===== config.mk =====
export PLATFORM = sky130hd
export DESIGN_NAME = reu_registers_flat
export DESIGN_NICKNAME = d
export VERILOG_FILES = /design/src/rtl/reu_registers_if.sv /design/src/rtl/reu_registers.sv /design/src/flat_wrapper.sv
export SDC_FILE = /design/constraint.sdc
export NUM_CORES = 1
export LEC_CHECK = 0
export CORE_MARGIN = 5
export CORE_UTILIZATION = 58
export CTS_BUF_LIST = sky130_fd_sc_hd__clkbuf_2
export CTS_CLUSTER_SIZE = 14
export DETAILED_ROUTE_END_ITERATION = 12
export PLACE_DENSITY = 0.88
export SLEW_MARGIN = 5
export SYNTH_ARGS = -nofsm -noshare
export SYNTH_HDL_FRONTEND = slang
export SYNTH_SLANG_ARGS = --single-unit

===== constraint.sdc =====
create_clock -name clk -period 2.4 [get_ports clk]
set_input_delay 0.48 -clock clk [delete_from_list [all_inputs] [get_ports clk]]
set_output_delay 0.48 -clock clk [all_outputs]
set_load 0.05 [all_outputs]

===== src/rtl/reu_registers_if.sv =====
// C64 register bus and DMA-engine handshake for the REU register block.
interface reu_registers_if;
    logic [4:0]  a;
    logic [7:0]  d_d;
    logic [7:0]  d_q;
    logic        read_strobe;
    logic        write_strobe;
    logic        ff00_write;
    logic        dma_start;
    logic        dma_busy;
    logic        dma_step;
    logic        dma_done;
    logic        verify_err;
    logic [15:0] c64_addr;
    logic [23:0] reu_addr;
    logic [15:0] xfer_len;
    logic [1:0]  xfer_type;
    logic        irq;

    modport master (
        output a, d_d, read_strobe, write_strobe, ff00_write, dma_step, dma_done, verify_err,
        input  d_q, dma_start, dma_busy, c64_addr, reu_addr, xfer_len, xfer_type, irq
    );

    modport slave (
        input  a, d_d, read_strobe, write_strobe, ff00_write, dma_step, dma_done, verify_err,
        output d_q, dma_start, dma_busy, c64_addr, reu_addr, xfer_len, xfer_type, irq
    );
endinterface


===== src/rtl/reu_registers.sv =====
// REU register file, transfer-launch FSM and DMA working/shadow registers.
// Define REU_16M_EN for a full 8-bit bank (16 MB); default is a 3-bit bank (512 KB).
module reu_registers (
    input  logic           clk,
    input  logic           reset,
    reu_registers_if.slave bus
);
`ifdef REU_16M_EN
    localparam logic [23:0] REU_MASK = 24'hFF_FFFF;
    localparam logic [7:0]  BANK_RD  = 8'h00;
`else
    localparam logic [23:0] REU_MASK = 24'h07_FFFF;
    localparam logic [7:0]  BANK_RD  = 8'hF8;
`endif

    typedef enum logic [1:0] {IDLE, ARMED, BUSY} state_t;

    state_t      state, state_next;
    logic        start, start_next;
    logic [2:0]  st_bits;
    logic        cmd_exec, cmd_autoload, cmd_ff00_dis;
    logic [1:0]  cmd_type;
    logic [15:0] c64_work, c64_shadow, len_work, len_shadow;
    logic [23:0] reu_work, reu_shadow;
    logic [2:0]  mask, mask_eff;
    logic        fix_c64, fix_reu;
    logic [7:0]  rdata, rd_mux;
    logic [1:0]  st65_next;
    logic        st7_next;
    logic        busy, wr, step, done, cmd_wr;

    // Length counts down but parks at 1 so the last byte never underflows.
    function automatic logic [15:0] len_dec(input logic [15:0] v);
        return (v == 16'd1) ? v : v - 16'd1;
    endfunction

    assign busy   = (state == BUSY);
    assign wr     = bus.write_strobe && !busy;
    assign step   = bus.dma_step && busy;
    assign done   = bus.dma_done && busy;
    assign cmd_wr = wr && (bus.a == 5'd1);

    always_comb begin
        case (bus.a)
            5'd0:    rd_mux = {st_bits, 5'b10000};
            5'd1:    rd_mux = {cmd_exec, 1'b1, cmd_autoload, cmd_ff00_dis, 2'b11, cmd_type};
            5'd2:    rd_mux = c64_work[7:0];
            5'd3:    rd_mux = c64_work[15:8];
            5'd4:    rd_mux = reu_work[7:0];
            5'd5:    rd_mux = reu_work[15:8];
            5'd6:    rd_mux = reu_work[23:16] | BANK_RD;
            5'd7:    rd_mux = len_work[7:0];
            5'd8:    rd_mux = len_work[15:8];
            5'd9:    rd_mux = {mask, 5'h1F};
            5'd10:   rd_mux = {fix_c64, fix_reu, 6'h3F};
            default: rd_mux = 8'hFF;
        endcase
    end

    // Status read clears first, so a coincident dma_done still leaves its bit set.
    always_comb begin
        st65_next = st_bits[1:0];
        st7_next  = st_bits[2];
        mask_eff  = (wr && bus.a == 5'd9) ? bus.d_d[7:5] : mask;
        if (bus.read_strobe && bus.a == 5'd0) begin
            st65_next = 2'b00;
            st7_next  = 1'b0;
        end
        if (done) begin
            if (bus.verify_err) st65_next[0] = 1'b1;
            else                st65_next[1] = 1'b1;
        end
        if (mask_eff[2] && ((mask_eff[1] && st65_next[1]) || (mask_eff[0] && st65_next[0])))
            st7_next = 1'b1;
    end

    always_comb begin
        state_next = state;
        start_next = 1'b0;
        case (state)
            IDLE: begin
                if (cmd_wr && bus.d_d[7]) begin
                    if (bus.d_d[4]) begin
                        state_next = BUSY;
                        start_next = 1'b1;
                    end else begin
                        state_next = ARMED;
                    end
                end
            end
            ARMED: begin
                if (bus.ff00_write) begin
                    state_next = BUSY;
                    start_next = 1'b1;
                end else if (cmd_wr && !bus.d_d[7]) begin
                    state_next = IDLE;
                end
            end
            BUSY:    if (bus.dma_done) state_next = IDLE;
            default: state_next = IDLE;
        endcase
    end

    always_ff @(posedge clk) begin
        if (reset) begin
            state <= IDLE;
            start <= 1'b0;
        end else begin
            state <= state_next;
            start <= start_next;
        end
    end

    always_ff @(posedge clk) begin
        if (reset) begin
            st_bits      <= 3'b000;
            cmd_exec     <= 1'b0;
            cmd_autoload <= 1'b0;
            cmd_ff00_dis <= 1'b1;
            cmd_type     <= 2'b00;
            c64_work     <= 16'h0000;
            c64_shadow   <= 16'h0000;
            reu_work     <= 24'h00_0000;
            reu_shadow   <= 24'h00_0000;
            len_work     <= 16'hFFFF;
            len_shadow   <= 16'hFFFF;
            mask         <= 3'b000;
            fix_c64      <= 1'b0;
            fix_reu      <= 1'b0;
            rdata        <= 8'hFF;
        end else begin
            st_bits <= {st7_next, st65_next};
            if (bus.read_strobe) rdata <= rd_mux;
            if (wr) begin
                case (bus.a)
                    5'd1: begin
                        cmd_exec     <= bus.d_d[7];
                        cmd_autoload <= bus.d_d[5];
                        cmd_ff00_dis <= bus.d_d[4];
                        cmd_type     <= bus.d_d[1:0];
                    end
                    5'd2: begin c64_work[7:0]   <= bus.d_d; c64_shadow[7:0]   <= bus.d_d; end
                    5'd3: begin c64_work[15:8]  <= bus.d_d; c64_shadow[15:8]  <= bus.d_d; end
                    5'd4: begin reu_work[7:0]   <= bus.d_d; reu_shadow[7:0]   <= bus.d_d; end
                    5'd5: begin reu_work[15:8]  <= bus.d_d; reu_shadow[15:8]  <= bus.d_d; end
                    5'd6: begin
                        reu_work[23:16]   <= bus.d_d & REU_MASK[23:16];
                        reu_shadow[23:16] <= bus.d_d & REU_MASK[23:16];
                    end
                    5'd7: begin len_work[7:0]   <= bus.d_d; len_shadow[7:0]   <= bus.d_d; end
                    5'd8: begin len_work[15:8]  <= bus.d_d; len_shadow[15:8]  <= bus.d_d; end
                    5'd9:  mask <= bus.d_d[7:5];
                    5'd10: begin fix_c64 <= bus.d_d[7]; fix_reu <= bus.d_d[6]; end
                    default: ;
                endcase
            end
            if (step) begin
                if (!fix_c64) c64_work <= c64_work + 16'd1;
                if (!fix_reu) reu_work <= (reu_work + 24'd1) & REU_MASK;
                len_work <= len_dec(len_work);
            end
            // Autoload reload overrides a coincident final step.
            if (done) begin
                cmd_exec <= 1'b0;
                if (cmd_autoload) begin
                    c64_work <= c64_shadow;
                    reu_work <= reu_shadow;
                    len_work <= len_shadow;
                end
            end
        end
    end

    assign bus.d_q       = rdata;
    assign bus.dma_start = start;
    assign bus.dma_busy  = busy;
    assign bus.c64_addr  = c64_work;
    assign bus.reu_addr  = reu_work;
    assign bus.xfer_len  = len_work;
    assign bus.xfer_type = cmd_type;
    assign bus.irq       = st_bits[2];
endmodule


===== src/flat_wrapper.sv =====
// flat-port wrapper written by rule: the top's interface ports become plain ports
module reu_registers_flat 
  (clk, reset, bus_a, bus_d_d, bus_read_strobe, bus_write_strobe, bus_ff00_write, bus_dma_step, bus_dma_done, bus_verify_err, bus_d_q, bus_dma_start, bus_dma_busy, bus_c64_addr, bus_reu_addr, bus_xfer_len, bus_xfer_type, bus_irq);
  reu_registers_if bus_i ();
  input  logic clk;
  input  logic reset;
  input wire logic [$bits(bus_i.a)-1:0] bus_a;
  input wire logic [$bits(bus_i.d_d)-1:0] bus_d_d;
  input wire logic [$bits(bus_i.read_strobe)-1:0] bus_read_strobe;
  input wire logic [$bits(bus_i.write_strobe)-1:0] bus_write_strobe;
  input wire logic [$bits(bus_i.ff00_write)-1:0] bus_ff00_write;
  input wire logic [$bits(bus_i.dma_step)-1:0] bus_dma_step;
  input wire logic [$bits(bus_i.dma_done)-1:0] bus_dma_done;
  input wire logic [$bits(bus_i.verify_err)-1:0] bus_verify_err;
  output wire logic [$bits(bus_i.d_q)-1:0] bus_d_q;
  output wire logic [$bits(bus_i.dma_start)-1:0] bus_dma_start;
  output wire logic [$bits(bus_i.dma_busy)-1:0] bus_dma_busy;
  output wire logic [$bits(bus_i.c64_addr)-1:0] bus_c64_addr;
  output wire logic [$bits(bus_i.reu_addr)-1:0] bus_reu_addr;
  output wire logic [$bits(bus_i.xfer_len)-1:0] bus_xfer_len;
  output wire logic [$bits(bus_i.xfer_type)-1:0] bus_xfer_type;
  output wire logic [$bits(bus_i.irq)-1:0] bus_irq;
  assign bus_i.a = bus_a;
  assign bus_i.d_d = bus_d_d;
  assign bus_i.read_strobe = bus_read_strobe;
  assign bus_i.write_strobe = bus_write_strobe;
  assign bus_i.ff00_write = bus_ff00_write;
  assign bus_i.dma_step = bus_dma_step;
  assign bus_i.dma_done = bus_dma_done;
  assign bus_i.verify_err = bus_verify_err;
  assign bus_d_q = bus_i.d_q;
  assign bus_dma_start = bus_i.dma_start;
  assign bus_dma_busy = bus_i.dma_busy;
  assign bus_c64_addr = bus_i.c64_addr;
  assign bus_reu_addr = bus_i.reu_addr;
  assign bus_xfer_len = bus_i.xfer_len;
  assign bus_xfer_type = bus_i.xfer_type;
  assign bus_irq = bus_i.irq;
  reu_registers u_core (.clk(clk), .reset(reset), .bus(bus_i));
endmodule

Yosys cells after proc, flatten, opt, wreduce, memory -nomap -nowiden
Index checks and enable logic that the tools add are counted.
{"block": "totals", "word_cells": 110, "register_bits": 131, "in_bits": 21}
{"block": "classes", "eq_ne": 16, "mux": 40, "n_addsub": 3, "reduce_logical": 29}
{"cell": "2-to-1 mux 16 bit", "count": 10}
{"cell": "2-to-1 mux 24 bit", "count": 5}
{"cell": "case mux 8 bit (11 select lines)", "count": 1}
{"cell": "2-to-1 mux 8 bit", "count": 7}
{"cell": "== test 5 x 3 -> 1 bit (second input constant)", "count": 4}
{"cell": "AND reduction 2 bit", "count": 10}
{"cell": "adder 19 x 1 -> 19 bit (second input constant)", "count": 1}
{"cell": "adder 16 x 1 -> 16 bit (second input constant)", "count": 1}
{"cell": "== test 16 x 1 -> 1 bit (second input constant)", "count": 1}
{"cell": "subtractor 16 x 1 -> 16 bit (second input constant)", "count": 1}
{"cell": "== test 5 x 4 -> 1 bit (second input constant)", "count": 3}
{"cell": "2-to-1 mux 2 bit", "count": 7}
{"cell": "logical AND 1 bit", "count": 11}
{"cell": "== test 5 x 2 -> 1 bit (second input constant)", "count": 2}
{"cell": "2-to-1 mux 1 bit", "count": 7}
{"cell": "case mux 2 bit (3 select lines)", "count": 1}
{"cell": "== test 5 x 1 -> 1 bit (second input constant)", "count": 1}
{"cell": "zero test 5 bit", "count": 1}
{"cell": "2-to-1 mux 3 bit", "count": 1}
{"cell": "!= test 3 x 2 -> 1 bit (second input constant)", "count": 1}
{"cell": "AND reduction 3 bit", "count": 1}
{"cell": "== test 2 x 1 -> 1 bit (second input constant)", "count": 1}
{"cell": "== test 2 bit (second input constant)", "count": 1}
{"cell": "zero test 1 bit", "count": 2}
{"cell": "other kinds (7)", "count": 7}

Logic depth before layout (Yosys ltp)
{"block": "depth", "word_depth": 9, "ltp_mapped": 9, "mapped_depth_nobuf": 7}

Worst setup path after synthesis
Ideal clock, no wire load.
{"block": "synth_path", "path_kind": "flip-flop to flip-flop", "start": "register u_core.len_work[0] (netlist: u_core.bus.xfer_len[0])", "end": "register u_core.len_work[0] (netlist: u_core.bus.xfer_len[0])", "path_stages_with_launch": 7, "setup_ps": 122, "slack_ps": -66, "n_path_buf": 0, "arrival_time_ps": 2344, "cell_sequence": "dfxtp_1 -> ha_1 -> or4b_1 -> nor2b_2 -> nand2_1 -> a211o_1 -> a221o_1"}
{"block": "synth_via", "elab_chain_cells": 5, "word_cells_on_any_way": 8, "cone_classes": "add/sub (1); eq/ne (1); mux (6)"}
{"item": "from (decl)", "line_no": "reu_registers.sv:23", "rtl": "logic [15:0] c64_work, c64_shadow, len_work, len_shadow;"}
{"item": "from (signal assigned)", "line_no": "reu_registers.sv:150", "rtl": "5'd7: begin len_work[7:0] <= bus.d_d; len_shadow[7:0] <= bus.d_d; end"}
{"item": "from (signal assigned)", "line_no": "reu_registers.sv:160", "rtl": "len_work <= len_dec(len_work);"}
{"item": "from (signal assigned)", "line_no": "reu_registers.sv:168", "rtl": "len_work <= len_shadow;"}
{"item": "subtractor 16 x 1 -> 16 bit (tied with other cells)", "line_no": "reu_registers.sv:34", "rtl": "return (v == 16'd1) ? v : v - 16'd1;"}
{"item": "2-to-1 mux 16 bit, on equally long branches", "line_no": "reu_registers.sv:34, reu_registers.sv:134"}
{"item": "2-to-1 mux 16 bit *", "line_no": "reu_registers.sv:157", "rtl": "if (step) begin"}
{"item": "2-to-1 mux 16 bit", "line_no": "reu_registers.sv:165", "rtl": "if (cmd_autoload) begin"}
{"item": "2-to-1 mux 16 bit *", "line_no": "reu_registers.sv:163", "rtl": "if (done) begin"}
Every way passes the cells marked *; elsewhere a longest branch is shown, timed or not.
A chain may end at the register's enable or synchronous reset.

Final worst setup path
{"block": "layout_path", "start": "register u_core.len_work[13] (netlist: u_core.bus.xfer_len[13])", "end": "output bus_xfer_len[13]"}
{"item": "from (signal assigned)", "line_no": "reu_registers.sv:151", "rtl": "5'd8: begin len_work[15:8] <= bus.d_d; len_shadow[15:8] <= bus.d_d; end"}
{"item": "from (signal assigned)", "line_no": "reu_registers.sv:160"}
{"item": "from (signal assigned)", "line_no": "reu_registers.sv:168"}
{"item": "to (decl)", "line_no": "flat_wrapper.sv:20", "rtl": "output wire logic [$bits(bus_i.xfer_len)-1:0] bus_xfer_len;"}
No word-level cell between the ends.

==> results.md <==
* Kind of end point of the critical path: output port
* Vias at 7874
* Chip Width at approximately 120 um
* Share of cells above drive strength 1 at between 10% and 20%
* YS warnings at 0
* # clock sinks at 131
* Hold WS at 0.187 ns
* Final Setup Violations at 0
* Number of buffer and inverter instances along the worst setup path at 1
* Boundary Pins at 90
* Area share of xor/xnor cells in the synthesized design at 2.03%
* Initial core utilization at 59.8%
* Primary FF master, synth: sky130_fd_sc_hd__dfxtp_1
* Adder and majority cell fraction of the synthesized area at 0.724%
* Area added between synthesis and finish at 27.0%
* Antenna diode count at 0
* Final weighted congestion in routability-driven placement at roughly 1.1
* Final Net Count at between 1000 and 1500
* Design Area, Final at 8780 um2
* Clock transition time at the flip-flop clock pins of the worst setup and hold paths at around 0.17 ns
* Placement-stage cell area at 8630 um2
* Share of synthesized cell area in and, or, nand and nor gates at 24.9%
* Gr ovfl total at 0
* Highest attainable clock frequency at about 420 MHz
* Proportion of netlist area held by the largest area contributor at 37.9%
* Global-route wire length before repair at just under 40 mm
* Filler cell count in the final layout at between 900 and 1000
* Post-synthesis cell area at 6910 um2
* Cell accounting for the most synthesized area: sky130_fd_sc_hd__dfxtp_1
* Type of the worst min-delay path: input port to register
* TritonCTS clock tree: built
* Number of antenna violations at the first check in global routing at 0
* Outcome: finished, final reports clean
* Req. time, crit path at ~1.9 ns
* First-pass iteration count of the detailed router at 6
* Final cell utilization of the core at around three quarters
* Maximum vdd drop at roughly 440 uV
* Slowest cell delay on critical path at 0.58 ns
* Static Leakage at 3.52 nW
* Crit path max-delay family: buffers and inverters
* Wire per inst at 20.7 um
* Die boundary height at 119 um
* Number of endpoints with negative hold slack in the final report at 0
* DP Worst Slack at -0.0765 ns
* Share of synthesized registers carrying an async set or reset at 0%
* Max_slew headroom at between 40 and 50%
* Via density per instance at 6.50
* Clock skew after layout at 0.0389 ns
* CTS buffer count at 17
* Clock tree buffer depth at 2
* CP cell instances: dlygate4sd2_1
* Remaining DRCs at 0
* Overall routing resource usage at roughly a third
* Complex-gate fraction of the synthesized area at a little over a quarter
* Area of the core at 11600 um2
* Flip-flop and latch count after synthesis at 131
* Root buf cell: sky130_fd_sc_hd__clkbuf_2
* Critical path start-end classification: register to output port
* Final-report max-slew violation count at 0
* Number of H-tree levels at 4
* Average size of a mapped cell at 7.73 um2
* Share of synthesized area spent on multiplexers at 3.17%
* RSZ-0062 raised after global routing: false
* Max-capacitance violation count at 0
* Share of the yosys chip area belonging to registers at between 30% and 40%
* Endpoint arrival time on the critical path at 1.88 ns
* Port buffer count at 89
* Critical path fanouts, max at 7
* Detail Placement HPWL at 18.2 mm
* Kind of launch point of the worst setup path: register
* Minimum clock period at 2.36 ns
* Area enclosed by the die boundary at 14200 um2
* Post-CTS Setup Bufs at 0
* Tcrit/Tclk final at 98.5%
* Transition time of the tightest slew-check pin at about 0.76 ns
* Row Count at 39
* Largest net degree at the start of global routing at 25
* Library cells used by synthesis at 71
* Routed wire length at 25.1 mm
* Net count after synthesis at slightly above 900
* Worst skew pair latency at between 0.7 and 0.8 ns
* Largest cells by area after synthesis: sky130_fd_sc_hd__dfxtp_1 38%, sky130_fd_sc_hd__a21oi_1 8.3%, sky130_fd_sc_hd__nand2_1 7.7%, sky130_fd_sc_hd__o21ai_0 3.5%, sky130_fd_sc_hd__nor2_1 3.1%
* Vias in the first global route at 7261
* Total power divided by cell area at about 450 nW/um2
* Cell with the biggest individual delay on the critical path: sky130_fd_sc_hd__dlygate4sd2_1
* 1st-iter DRT viols at 1189
* Number of enable-type register cells in the synthesized netlist at 0
* Setup WS post-layout at 0.0370 ns
* Count of mapped cells out of synthesis at just under 900
* Combinational family with the most area after synthesis: compound AO/OA/AOI/OAI gates
* Post-route antenna net violation count at 0
-- state kept, by name (all words and copies together) (netlist names) --
register              flops
u_core.cmd_exec           1
u_core.st_bits            3
u_core.mask               3
u_core.cmd_autoload       1
u_core.len_shadow        16
u_core.bus.xfer_type      2
u_core.cmd_ff00_dis       1
u_core.bus.d_q            8
u_core.fix_c64            1
u_core.state              2
u_core.bus.c64_addr      16
u_core.bus.dma_start      1
u_core.bus.xfer_len      16
u_core.reu_shadow        19
u_core.bus.reu_addr      24
u_core.fix_reu            1
u_core.c64_shadow        16
-- cell families (layout without fill, tap and decap cells) --
group,after synthesis,in the layout
AO/OA/AOI/OAI,293,293
XOR/XNOR,16,16
adder cells (fa/ha/maj),4,4
buffers and inverters,75,250
flip-flops,131,131
multiplexers,21,21
AND/OR/NAND/NOR,354,354
-- cell usage in the layout, fill, tap and decap left out, types with 8 or more instances in the layout --
master,synthesis,final
sky130_fd_sc_hd__dlymetal6s2s_1,0,8
sky130_fd_sc_hd__clkdlybuf4s50_1,0,19
sky130_fd_sc_hd__nand3_1,24,24
sky130_fd_sc_hd__and3_1,10,10
sky130_fd_sc_hd__and4_1,8,8
sky130_fd_sc_hd__a22oi_1,10,10
sky130_fd_sc_hd__dlygate4sd2_1,0,49
sky130_fd_sc_hd__nor2_1,58,58
sky130_fd_sc_hd__nand4_1,18,18
sky130_fd_sc_hd__a21o_1,14,14
sky130_fd_sc_hd__a31oi_1,19,19
sky130_fd_sc_hd__and2_1,10,10
sky130_fd_sc_hd__nor3_1,35,35
sky130_fd_sc_hd__buf_4,0,121
sky130_fd_sc_hd__mux2i_1,14,14
sky130_fd_sc_hd__inv_1,8,8
sky130_fd_sc_hd__a21oi_1,115,115
sky130_fd_sc_hd__clkbuf_2,0,22
sky130_fd_sc_hd__a22o_1,9,9
sky130_fd_sc_hd__nand2_1,141,141
sky130_fd_sc_hd__a211oi_1,16,16
sky130_fd_sc_hd__dfxtp_1,131,130
sky130_fd_sc_hd__xnor2_1,10,10
sky130_fd_sc_hd__nand2b_1,8,8
sky130_fd_sc_hd__o21ai_0,49,49
-- what timing repair did --
item	4_1_cts	5_1_grt
cloned	0	0
pin swaps	0	0
hold buffers	0	0
endpoints found under the setup margin	60	19
resized for setup	61	22
-- where the power goes --
part | internal [mW] | switching (mW)
Sequential | 2.20 | 0.0275
Clock | 0.456 | 0.812
Combinational | 0.170 | 0.285
Total | 2.83 | 1.12
-- metal layers --
layer / GRT usage (%) / vias to the layer above / wire [um]
li1: - / 3610 / -
met1: 45.2 / 3615 / 9630
met2: 53.8 / 554 / 11300
met3: 10.4 / 95 / 3170
met4: 14.7 / 0 / 1010
met5: 0 / - / 0
-- area by class of cell --
class / count / area [um2] / area share, %
clock buffers: 18 / 90.1 / 1.03
well taps: 143 / 179 / 2.04
inverters: 8 / 30.0 / 0.342
flip-flops and latches: 131 / 2620 / 29.9
multi-input cells: 688 / 3980 / 45.3
repair buffers: 211 / 1760 / 20.1
clock inverters: 13 / 119 / 1.35
-- path summary, 6_finish.rpt --
| kind | startpoint | endpoint | slack, ns | cells past startpoint |
|---|---|---|---|---|
| worst max-delay path | u_core.bus.xfer_len[13] | bus_xfer_len[13] | 0.04 | 1 |
| worst min-delay path | reset | u_core.c64_shadow[15] | 0.19 | 2 |
| worst max register to register | u_core.bus.xfer_len[1] | u_core.bus.xfer_len[13] | 0.17 | 7 |
| worst min register to register | u_core.reu_shadow[5] | u_core.bus.reu_addr[5] | 0.45 | 2 |
-- synthesized netlist by cell type, drive strengths merged, types with 6 or more instances --
master / n
nand2: 141
dfxtp: 131
a21oi: 115
nor2: 58
clkbuf: 53
o21ai: 49
nor3: 36
nand3: 24
a31oi: 19
nand4: 18
a211oi: 16
a21o: 14
buf: 14
mux2i: 14
a22oi: 10
and2: 10
and3: 10
xnor2: 10
a22o: 9
and4: 8
inv: 8
nand2b: 8
mux2: 7
nor2b: 7
or3: 7
xor2: 6
-- metrics by stage --
step                setup TNS, ns  instances  power [mW]
detailed placement         -0.360       1181        2.72
floorplan                       0        894        2.50
global route                    0       1212        4.08
CTS                             0       1212        3.94
finish                          0       1212        3.95
global placement           -0.247       1181        2.72
Power figures use the tool's default switching activity.
